`src/rtl/alu_pkg.sv`:
```
// Shared definitions for the ALU issue stage: ALU opcodes, MIPS opcode/funct
// encodings, the decoded-entry record and the bypass match helper.
package alu_pkg;

    localparam int DATA_WIDTH = 32;

    localparam logic [3:0] ALUC_AND  = 4'b0000;
    localparam logic [3:0] ALUC_OR   = 4'b0001;
    localparam logic [3:0] ALUC_ADD  = 4'b0010;
    localparam logic [3:0] ALUC_XOR  = 4'b0011;
    localparam logic [3:0] ALUC_SLLV = 4'b0100;
    localparam logic [3:0] ALUC_SRLV = 4'b0101;
    localparam logic [3:0] ALUC_SUB  = 4'b0110;
    localparam logic [3:0] ALUC_NEG  = 4'b0111;
    localparam logic [3:0] ALUC_SLL  = 4'b1000;
    localparam logic [3:0] ALUC_SRL  = 4'b1001;

    localparam logic [5:0] OP_RTYPE = 6'h00;
    localparam logic [5:0] OP_ADDI  = 6'h08;
    localparam logic [5:0] OP_ADDIU = 6'h09;
    localparam logic [5:0] OP_ANDI  = 6'h0C;
    localparam logic [5:0] OP_ORI   = 6'h0D;
    localparam logic [5:0] OP_XORI  = 6'h0E;

    localparam logic [5:0] FN_SLL  = 6'h00;
    localparam logic [5:0] FN_SRL  = 6'h02;
    localparam logic [5:0] FN_SLLV = 6'h04;
    localparam logic [5:0] FN_SRLV = 6'h06;
    localparam logic [5:0] FN_ADD  = 6'h20;
    localparam logic [5:0] FN_ADDU = 6'h21;
    localparam logic [5:0] FN_SUB  = 6'h22;
    localparam logic [5:0] FN_SUBU = 6'h23;
    localparam logic [5:0] FN_AND  = 6'h24;
    localparam logic [5:0] FN_OR   = 6'h25;
    localparam logic [5:0] FN_XOR  = 6'h26;

    // One decoded instruction as it sits in the issue register. The source
    // indices and t_is_reg are kept so a held entry can still be bypassed.
    typedef struct packed {
        logic [3:0]            aluc;
        logic [DATA_WIDTH-1:0] s;
        logic [DATA_WIDTH-1:0] t;
        logic [4:0]            shamt;
        logic [4:0]            dest;
        logic [4:0]            rs_idx;
        logic [4:0]            rt_idx;
        logic                  t_is_reg;
        logic                  illegal;
    } entry_t;

    // Register 0 is hard-wired to zero, so it can never be a bypass target.
    function automatic logic bypass_hit(input logic       fwd_valid,
                                        input logic [4:0] fwd_reg,
                                        input logic [4:0] src);
        return fwd_valid && (fwd_reg != 5'd0) && (fwd_reg == src);
    endfunction

endpackage

```
`src/rtl/alu_decode.sv`:
```
// Combinational decoder: turns a MIPS R/I-type word plus its register-file
// operands into an ALU issue entry. Unsupported encodings are flagged illegal.
module alu_decode
    import alu_pkg::*;
(
    input  logic [31:0]           instr,
    input  logic [DATA_WIDTH-1:0] rs_data,
    input  logic [DATA_WIDTH-1:0] rt_data,
    output entry_t                entry
);

    logic [5:0]  op;
    logic [5:0]  funct;
    logic [15:0] imm;

    assign op    = instr[31:26];
    assign funct = instr[5:0];
    assign imm   = instr[15:0];

    // Select ALU opcode, operand sources and destination from op/funct.
    always_comb begin
        entry          = '0;
        entry.s        = rs_data;
        entry.t        = rt_data;
        entry.rs_idx   = instr[25:21];
        entry.rt_idx   = instr[20:16];
        entry.t_is_reg = 1'b1;
        entry.illegal  = 1'b0;
        case (op)
            OP_RTYPE: begin
                entry.dest = instr[15:11];
                case (funct)
                    FN_AND:          entry.aluc = ALUC_AND;
                    FN_OR:           entry.aluc = ALUC_OR;
                    FN_ADD, FN_ADDU: entry.aluc = ALUC_ADD;
                    FN_XOR:          entry.aluc = ALUC_XOR;
                    FN_SLLV:         entry.aluc = ALUC_SLLV;
                    FN_SRLV:         entry.aluc = ALUC_SRLV;
                    FN_SUB, FN_SUBU: entry.aluc = ALUC_SUB;
                    FN_SLL: begin
                        entry.aluc  = ALUC_SLL;
                        entry.shamt = instr[10:6];
                    end
                    FN_SRL: begin
                        entry.aluc  = ALUC_SRL;
                        entry.shamt = instr[10:6];
                    end
                    default:         entry.illegal = 1'b1;
                endcase
            end
            OP_ADDI, OP_ADDIU: begin
                entry.aluc     = ALUC_ADD;
                entry.t        = {{(DATA_WIDTH-16){imm[15]}}, imm};
                entry.t_is_reg = 1'b0;
                entry.dest     = instr[20:16];
            end
            OP_ANDI, OP_ORI, OP_XORI: begin
                entry.aluc     = (op == OP_ANDI) ? ALUC_AND :
                                 (op == OP_ORI)  ? ALUC_OR  : ALUC_XOR;
                entry.t        = {{(DATA_WIDTH-16){1'b0}}, imm};
                entry.t_is_reg = 1'b0;
                entry.dest     = instr[20:16];
            end
            default: entry.illegal = 1'b1;
        endcase
        if (entry.illegal) begin
            entry.aluc  = ALUC_AND;
            entry.dest  = 5'd0;
            entry.shamt = 5'd0;
        end
    end

endmodule

```
`src/rtl/alu_issue_stage.sv`:
```
// ID/EX issue register in front of the ALU: valid/ready handshake on both
// sides, flush, and a single result bypass applied at capture and while held.
module alu_issue_stage
    import alu_pkg::*;
#(
    parameter int BUS_WIDTH = DATA_WIDTH
) (
    input  logic                 clk_in,
    input  logic                 reset_n_in,
    input  logic [31:0]          instr_in,
    input  logic [BUS_WIDTH-1:0] rs_data_in,
    input  logic [BUS_WIDTH-1:0] rt_data_in,
    input  logic                 valid_in,
    output logic                 ready_out,
    input  logic                 flush_in,
    input  logic                 fwd_valid_in,
    input  logic [4:0]           fwd_reg_in,
    input  logic [BUS_WIDTH-1:0] fwd_data_in,
    output logic                 valid_out,
    input  logic                 ready_in,
    output logic [3:0]           alucontrol_out,
    output logic [BUS_WIDTH-1:0] s_out,
    output logic [BUS_WIDTH-1:0] t_out,
    output logic [4:0]           shamt_out,
    output logic [4:0]           dest_reg_out,
    output logic                 illegal_out
);

    entry_t dec;
    entry_t cap;
    entry_t held;
    logic   valid_q;
    logic   accept;

    assign ready_out = !valid_q || ready_in;
    assign accept    = valid_in && ready_out && !flush_in;

    alu_decode u_decode (
        .instr   (instr_in),
        .rs_data (rs_data_in),
        .rt_data (rt_data_in),
        .entry   (dec)
    );

    // Apply the bypass to the freshly decoded entry; immediates are never replaced.
    always_comb begin
        cap = dec;
        if (bypass_hit(fwd_valid_in, fwd_reg_in, dec.rs_idx)) begin
            cap.s = fwd_data_in;
        end
        if (dec.t_is_reg && bypass_hit(fwd_valid_in, fwd_reg_in, dec.rt_idx)) begin
            cap.t = fwd_data_in;
        end
    end

    // Issue register: flush beats accept beats hold; a stalled entry keeps absorbing bypasses.
    always_ff @(posedge clk_in or negedge reset_n_in) begin
        if (!reset_n_in) begin
            valid_q <= 1'b0;
            held    <= '0;
        end else if (flush_in) begin
            valid_q <= 1'b0;
        end else if (accept) begin
            valid_q <= 1'b1;
            held    <= cap;
        end else if (ready_in) begin
            valid_q <= 1'b0;
        end else if (valid_q) begin
            if (bypass_hit(fwd_valid_in, fwd_reg_in, held.rs_idx)) begin
                held.s <= fwd_data_in;
            end
            if (held.t_is_reg && bypass_hit(fwd_valid_in, fwd_reg_in, held.rt_idx)) begin
                held.t <= fwd_data_in;
            end
        end
    end

    assign valid_out      = valid_q;
    assign alucontrol_out = held.aluc;
    assign s_out          = held.s;
    assign t_out          = held.t;
    assign shamt_out      = held.shamt;
    assign dest_reg_out   = held.dest;
    assign illegal_out    = held.illegal;

endmodule
```
`config.mk`:
```
export PLATFORM = sky130hd
export DESIGN_NAME = alu_issue_stage
export DESIGN_NICKNAME = d
export VERILOG_FILES = /design/src/rtl/alu_pkg.sv /design/src/rtl/alu_decode.sv /design/src/rtl/alu_issue_stage.sv
export SDC_FILE = /design/constraint.sdc
export NUM_CORES = 1
export LEC_CHECK = 0
export CAP_MARGIN = 10
export CORE_UTILIZATION = 45
export CTS_CLUSTER_DIAMETER = 50
export DETAILED_ROUTE_END_ITERATION = 8
export GPL_TIMING_DRIVEN = 0
export HOLD_SLACK_MARGIN = 0.15
export MAX_ROUTING_LAYER = met4
export PLACE_DENSITY_LB_ADDON = 0.12
export SLEW_MARGIN = 25
export SYNTH_ARGS = -nofsm -noshare
export SYNTH_HDL_FRONTEND = slang
export SYNTH_HIERARCHICAL = 1
export SYNTH_SLANG_ARGS = --single-unit
export TNS_END_PERCENT = 100
```
`constraint.sdc`:
```
create_clock -name clk_in -period 4.2 [get_ports clk_in]
set_input_delay 0.63 -clock clk_in [delete_from_list [all_inputs] [get_ports clk_in]]
set_output_delay 0.63 -clock clk_in [all_outputs]
set_load 0.005 [all_outputs]
```
==> Yosys cells after proc, flatten, opt, wreduce, memory -nomap -nowiden <==
Cells that the tools add are included.
{ "op_classes": {"muxes": 23, "n_eq_ne": 20, "bitwise_logic": 1, "reduce_logical": 29} }
{ "op_table": {"columns": ["op", "n"], "rows": [
  ["2-to-1 mux 64 bit", 3],
  ["2-to-1 mux 32 bit", 4],
  ["case mux 32 bit (2 select lines)", 1],
  ["equality test 6 bit (second input constant)", 7],
  ["case mux 4 bit (8 select lines)", 1],
  ["equality test 6 x 4 -> 1 bit (second input constant)", 5],
  ["equality test 5 bit", 4],
  ["equality test 6 x 3 -> 1 bit (second input constant)", 2],
  ["logical NOT 6 bit", 2],
  ["case mux 4 bit (3 select lines)", 1],
  ["OR reduction 11 bit", 1],
  ["2-to-1 mux 10 bit", 1],
  ["2-to-1 mux 5 bit", 2],
  ["case mux 5 bit (2 select lines)", 1],
  ["logical AND 1 bit", 9],
  ["2-to-1 mux 4 bit", 2],
  ["AND reduction 4 bit", 2],
  ["OR reduction 2 bit", 4],
  ["equality test 6 x 2 -> 1 bit (second input constant)", 1],
  ["nonzero test 2 bit", 3],
  ["2-to-1 mux 1 bit", 5],
  ["nonzero test 5 bit", 1],
  ["OR reduction 5 bit", 1],
  ["nonzero test 3 bit", 1],
  ["other kinds (8)", 9]
]} }
{ "totals": {"register_bits": 91, "wordCells": 83, "output_inout_bits": 81, "inputBits": 139} }

==> Logic depth before layout (Yosys ltp) <==
Gate-level depths: netlist of run 1.
{ "depth": {"ltp_word": 8, "depth_mapped": 9, "depth_no_buf": 6} }

==> Cells and area by module <==
Netlist of run 1, hierarchy kept.
{ "modules_own_cells": {"columns": ["module", "instances", "seq_area_each_um2", "area_per_inst_um2", "cells_each"], "rows": [
  ["alu_issue_stage", 1, 2277.2, 5297.6, 383],
  ["alu_decode", 1, 0.0, 1068.5, 133]
]} }

==> Worst setup path before layout of run 1 <==
OpenSTA, ideal clock, no wires.
{ "synth_timing": {"kind": "in2reg", "start": "input fwd_reg_in[2]", "end": "register held, in the netlist t_out[0]", "setup_time_ns": 0.125, "required_ns": 4.075, "slack_ns": 1.621, "path_buffers": 2, "path_stages": 7, "arrival_ns": 2.454, "cell_sequence": "buf_2 or4_4 o21ai_4 o31a_2 clkbuf_4 mux2_2 mux2_2"} }
{ "synth_via": {"elab_chain_cells": 6, "elab_cells_between_ends": 12, "classes_between": "2 x eq/ne; 2 x mux; 8 x reduce/logical"} }
{ "synth_lines": {"columns": ["element", "line_no", "text"], "rows": [
  ["start: declaration", "alu_issue_stage.sv:17", "input logic [4:0] fwd_reg_in,"],
  ["nonzero test 5 bit", "alu_pkg.sv:55", "return fwd_valid && (fwd_reg != 5'd0) && (fwd_reg == src);"],
  ["logical AND 1 bit (2 in series)", "alu_pkg.sv:55", null],
  ["logical AND 1 bit (on tied branches)", "alu_issue_stage.sv:72, alu_issue_stage.sv:51", null],
  ["nonzero test 2 bit (no source line) / 2-to-1 mux 32 bit (equally long branches)", null, null],
  ["AND reduction 4 bit (no source line) / 2-to-1 mux 64 bit (equally long branches)", null, null],
  ["end signal: assignment", "alu_issue_stage.sv:65", "held <= cap;"],
  ["end: declaration", "alu_issue_stage.sv:31", "entry_t held;"]
]} }
Parallel ways exist; a longest one is shown, timed or not.
A chain may end at the register's enable or synchronous reset.

==> flow_summary_export.csv, run 1 <==
group,metric,value,unit
timing,rsz0062_at_grt,"no",
synthesis,synth.yosys.seq_area_share,0.358,
critical_path,cp_slowest_cell,"clkdlybuf4s50_1",
timing,hold_viol,0,
detailed_routing,vias,4319,
power_and_ir_drop,ir_drop,0.000163,V
layout,diodes,0,
clock_tree,clock_latency,0.35,ns
clock_tree,cts_resized,0,
grt,grt_pass1_wl,24300,um
critical_path,cp_max_fo,11,
layout,syn2layout_area_growth,36.5,%
timing,clock_skew,0.00617,ns
synthesis,synth_xor_area_frac,0.0289,
synthesis,synth_top_family_by_area,"multiplexers",
critical_path,critPathArrivalTime,3.37,ns
layout,fillers,1078,
power_and_ir_drop,leakage,4.01,nW
clock_tree,cts_tree,"yes",
synthesis,syn_nets,655,
synthesis,yosys_register_bits,91,
detailed_routing,wl,15600,um
power_and_ir_drop,power.total,3.01,mW
die,core,0.0138,mm2
layout,multiInputGateArea,0.00298,mm2
hold_path,hp-class,"input port to asynchronous set/reset pin",
grt,grt_use_total,0.227,
grt,antenna_found_initial,0,
synthesis,ys.flop_type,"dfrtp_1",
timing,period_share,0.749,
critical_path,timing.rr.start,"held[4]",
clock_tree,cts_buffer_depth,2,
clock_tree,post_cts_buffers,0,
timing,slew_violations,0,
layout,fin_nets,844,
detailed_routing,drc_errors,0,
clock_tree,cts_max_level,3,
critical_path,cp-startpoint,"instr_in[27]",
synthesis,synth_top_area_cell,"dfrtp_1",
timing,slew_headroom,0.550,
die,start_util,0.460,
critical_path,required,4.43,ns
synthesis,synth_area,0.00637,mm2
synthesis,synth.most_common_cell,"buf_4",
synthesis,synth.mux.area_fraction,0.343,
placement,dp_cells,874,
clock_tree,cts_buffers,9,
synthesis,syn_inst,516,
timing,setup_viol,0,
synthesis,synthArstFlopShare,1.00,
clock_tree,cts_root_buffer,"clkbuf_16",
synthesis,avgSynthCellArea,12.3,um2
grt,grtUsageMet1,0.302,
critical_path,cp-end-kind,"register",
flow_run,max_cap_viol_count,0,
power_and_ir_drop,power_density,346,mW/mm2
synthesis,yosysTopAreaCellShare,0.358,
synthesis,yosys-top-cells-area,"dfrtp_1, mux2_2, mux2_4",
grt,grt_pass1_vias,4459,
die,dieArea,0.0146,mm2
detailed_routing,drt-pass1-iter-count,4,
critical_path,crit_path_start_kind,"input port",
critical_path,critPathMostFrequentCell,"mux2_2",
placement,portBuffers,177,
layout,postLayoutCoreUtil,0.628,
timing,min_period,3.14,ns
critical_path,path_cells,"clkdlybuf4s50_1 -> inv_1 -> o21ai_4 -> buf_2 -> nand2_1 -> o31a_2 -> clkbuf_4 -> mux2_2 -> mux2_2",
timing,fin_tns_setup,0,ns
die,die_h,121,um
grt,grt-ovfl-total,0,
synthesis,synth_compound_area_frac,0.0531,
detailed_routing,ant_nets,0,
layout,area.sequential,0.00228,mm2
grt,met2_usage,0.344,
die,die_w,121,um
timing,worst_slew_pin_slew,0.675,ns
placement,gp_congestion,0.845,
die,pin_count,220,
synthesis,ys_types,44,
synthesis,synth_fa_ha_area_frac,0,
clock_tree,cts.sinks,91,
timing,fmax,318,MHz
critical_path,cp_slowest_stage_delay,0.61,ns
synthesis,synth_simple_gate_area_share,0.0423,
grt,met3_usage,0.0451,
layout,drive_gt1_frac,0.476,
clock_tree,cts_hold_buf,0,
clock_tree,clk_pin_slew,0.06,ns
layout,fin_cells,890,
placement,hpwlAfterDp,12400,um
detailed_routing,wl_per_cell,17.5,um
detailed_routing,first_iter_violations,144,
grt,grt.busiest_layer,"met2",
die,core.rowCount,43,
synthesis,netlist_top_cells_count,"buf_4, mux2_2, dfrtp_1",
outcome,status,"finished, final reports clean",
grt,grt_max_degree,48,
critical_path,critical_path_class,"input port to register",
synthesis,synth_edf_count,0,
detailed_routing,viasPerCell,4.85,
synthesis,yosys_warnings,6,
-- through the flow --
step	hold slack (ns)	worst slack (ns)	cell area, um2
final	0.205	1.06	8690
after floorplan	0.334	1.62	6370
after global placement	0.491	-1.07	8360
after CTS	0.222	1.07	8690
after global routing	0.237	0.939	8690
after detailed placement	0.494	0.698	8390
-- metal layers --
layer,vias to the layer above,share of wire,wire [um]
li1,2059,-,-
met1,2092,0.46,7190
met2,147,0.46,7190
met3,21,0.057,886
met4,0,0.021,320
met5,-,0,0
-- layout by cell type, fill, tap and decap left out, types with 4 or more instances in the layout --
cell type	instances
clkdlybuf4s50_1	176
buf_4	122
mux2_2	98
dfrtp_1	91
mux2_4	72
xnor2_1	18
a21o_1	16
buf_2	10
buf_6	10
nand3_1	9
clkbuf_16	9
inv_1	5
nand2_1	5
and3_1	5
o211ai_1	5
a22oi_1	5
a21oi_1	4
-- cells by family after synthesis --
logic type	Yosys count
mux	170
flops	91
compound gates	42
simple gates	41
xor+xnor	21
buf+inv	151
-- critical path, delay by kind of cell --
kind            cells  cell delay [ns]
buf+inv             4             1.38
compound gates      2             0.71
simple gates        1             0.08
mux                 2             0.57
-- worst paths after layout --
kind / endpoint / slack, ns / cells after the start
setup / recovery: t_out[0] / 1.06 / 9
hold / removal: s_out[13] / 0.21 / 1
setup reg to reg: t_out[0] / 1.89 / 6
hold reg to reg: t_out[30] / 0.51 / 1
max in group asynchronous: dest_reg_out[1] / 3.41 / 2
min in group clk_in: t_out[30] / 0.51 / 1
-- area by class of cell --
class	instances	area share
inverter	5	0.00216
multi-input combinational	274	0.342
buffer	146	0.126
timing repair buffer	178	0.207
sequential	91	0.262
clock buffer	13	0.0288
tap	180	0.0259
clock inverter	3	0.00547
-- power breakdown --
group          internal, mW  leakage, nW  switching (mW)  total, mW
Combinational         0.761         2.77           0.308       1.07
Sequential             1.03         1.10          0.0825       1.11
Clock                 0.481        0.144           0.349      0.830
-- flip-flops by register name, summed over array words and instances (netlist names) --
name and cells:
held 11, illegal_out 1, t_out 32, shamt_out 5, s_out 32, valid_out 1, dest_reg_out 5, alucontrol_out 4
No activity file was read; power rests on OpenSTA's default activity.
==> run 2, diff against run 1 <==
Clock period 4.2 ns to 3.1 ns, I/O delays scaled along.
==> flow_summary_export.csv, run 2 (same netlist as run 1, synthesis figures left out) <==
group,metric,value,unit
outcome,status,"finished, final reports clean",
critical_path,cp_max_fo,11,
timing,hold_viol,0,
power_and_ir_drop,ir_drop,0.000221,V
detailed_routing,vias,4314,
layout,final_cell_mix,"clkdlybuf4s50_1, buf_4, mux2_2",
layout,syn2layout_area_growth,36.7,%
die,core.rowCount,43,
die,start_util,0.460,
critical_path,critPathArrivalTime,3.19,ns
placement,portBuffers,177,
clock_tree,cts_tree,"yes",
clock_tree,cts_buffers,9,
timing,min_period,2.96,ns
timing,fmax,337,MHz
detailed_routing,drt-pass1-iter-count,4,
clock_tree,cts_buffer_depth,2,
timing,holdWs,0.364,ns
die,core,0.0138,mm2
timing,fin_tns_setup,0,ns
critical_path,required,3.33,ns
critical_path,crit_path_start_kind,"input port",
layout,fin_nets,845,
clock_tree,cts_max_level,3,
die,die_h,121,um
layout,drive_gt1_frac,0.475,
detailed_routing,wl_per_cell,17.5,um
die,die_w,121,um
hold_path,hp-start,"instr_in[24]",
hold_path,min_to,"held[10]",
grt,antenna_found_initial,0,
die,dieArea,0.0146,mm2
detailed_routing,drc_errors,0,
timing,worst_slew_pin_slew,0.676,ns
detailed_routing,viasPerCell,4.84,
critical_path,reg2reg_to,"t_out[3]",
clock_tree,cts_root_buffer,"clkbuf_16",
placement,hpwlAfterDp,12400,um
grt,grt_pass1_wl,24300,um
placement,gp_congestion,0.845,
clock_tree,clk_pin_slew,0.07,ns
hold_path,min_path_cells,2,
clock_tree,cts.sinks,91,
timing,period_share,0.956,
timing,slew_headroom,0.549,
critical_path,cp-end-kind,"register",
timing,setup_slack,0.137,ns
grt,grt-ovfl-total,0,
grt,grt_use_total,0.227,
power_and_ir_drop,leakage,4.01,nW
layout,diodes,0,
timing,rsz0062_at_grt,"no",
grt,grt_max_degree,48,
timing,setup_viol,0,
timing,clock_skew,0.00617,ns
layout,final_common_cell,"clkdlybuf4s50_1",
clock_tree,clock_latency,0.35,ns
timing,slew_violations,0,
hold_path,hp-class,"input port to register",
critical_path,timing.rr.start,"held[6]",
detailed_routing,ant_nets,0,
detailed_routing,first_iter_violations,150,
critical_path,r2r_cells,6,
die,pin_count,220,
critical_path,reg2reg_slack,0.79,ns
grt,grt_pass1_vias,4459,
detailed_routing,wl,15600,um
power_and_ir_drop,power.total,4.08,mW
layout,postLayoutCoreUtil,0.629,
placement,place_ws,-0.237,ns
clock_tree,post_cts_buffers,0,
flow_run,max_cap_viol_count,0,
critical_path,critical_path_class,"input port to register",
power_and_ir_drop,power_density,469,mW/mm2
==> run 2: worst max-delay path by stage <==
stage          depth (start not counted)           from        end  slack, ns
2_1_floorplan                          7  fwd_reg_in[2]   t_out[0]       0.69
3_3_place_gp                           1     reset_n_in    held[7]      -2.01
3_5_place_dp                           9   instr_in[27]   t_out[0]      -0.24
4_1_cts                                9   instr_in[27]   t_out[0]       0.14
6_report                               9   instr_in[27]   t_out[0]       0.14
5_1_grt                                9   instr_in[27]  t_out[24]      0.004
==> run 2: cell type report <==
cell class | count | area [um2]
plain buffers | 146 | 1090
clock buffers | 13 | 250
clock inverters | 3 | 47.5
fillers | 1080 | 5130
inverters | 5 | 18.8
multi-input cells | 274 | 2980
flip-flops and latches | 91 | 2280
well taps | 180 | 225
repair buffers | 179 | 1810
==> run 2: repair_timing <==
action                                 CTS  global route
hold buffers                             1             0
gates resized for setup                  0             0
setup endpoints to repair                0             0
endpoints found under the hold margin   44             0
==> run 2: worst max-delay path, stage by stage <==
cell and delay, ns:
clkdlybuf4s50_1 0.60, inv_1 0.19, o21ai_4 0.34, buf_2 0.34, nand2_1 0.08, o31a_2 0.37, clkbuf_4 0.24, mux2_2 0.30
mux2_2 0.26
==> run 2: through the flow <==
step,instances,area (um2)
floorplan,516,6370
global placement,873,8360
detailed placement,874,8390
CTS,891,8700
global route,891,8700
finish,891,8700
==> run 2: power by group <==
part / total (mW) / switching [mW] / internal (mW)
registers: 1.50 / 0.112 / 1.39
clock network: 1.13 / 0.474 / 0.652
logic: 1.45 / 0.417 / 1.03
total: 4.08 / 1.00 / 3.07
==> run 2: metal layers <==
| metal | track usage | vias up | wire [um] |
|---|---|---|---|
| met3 | 0.0451 | 21 | 927 |
| met2 | 0.344 | 144 | 7200 |
| met1 | 0.302 | 2092 | 7110 |
| met5 | - | - | 0 |
| met4 | 0.0810 | 0 | 319 |
| li1 | - | 2057 | - |
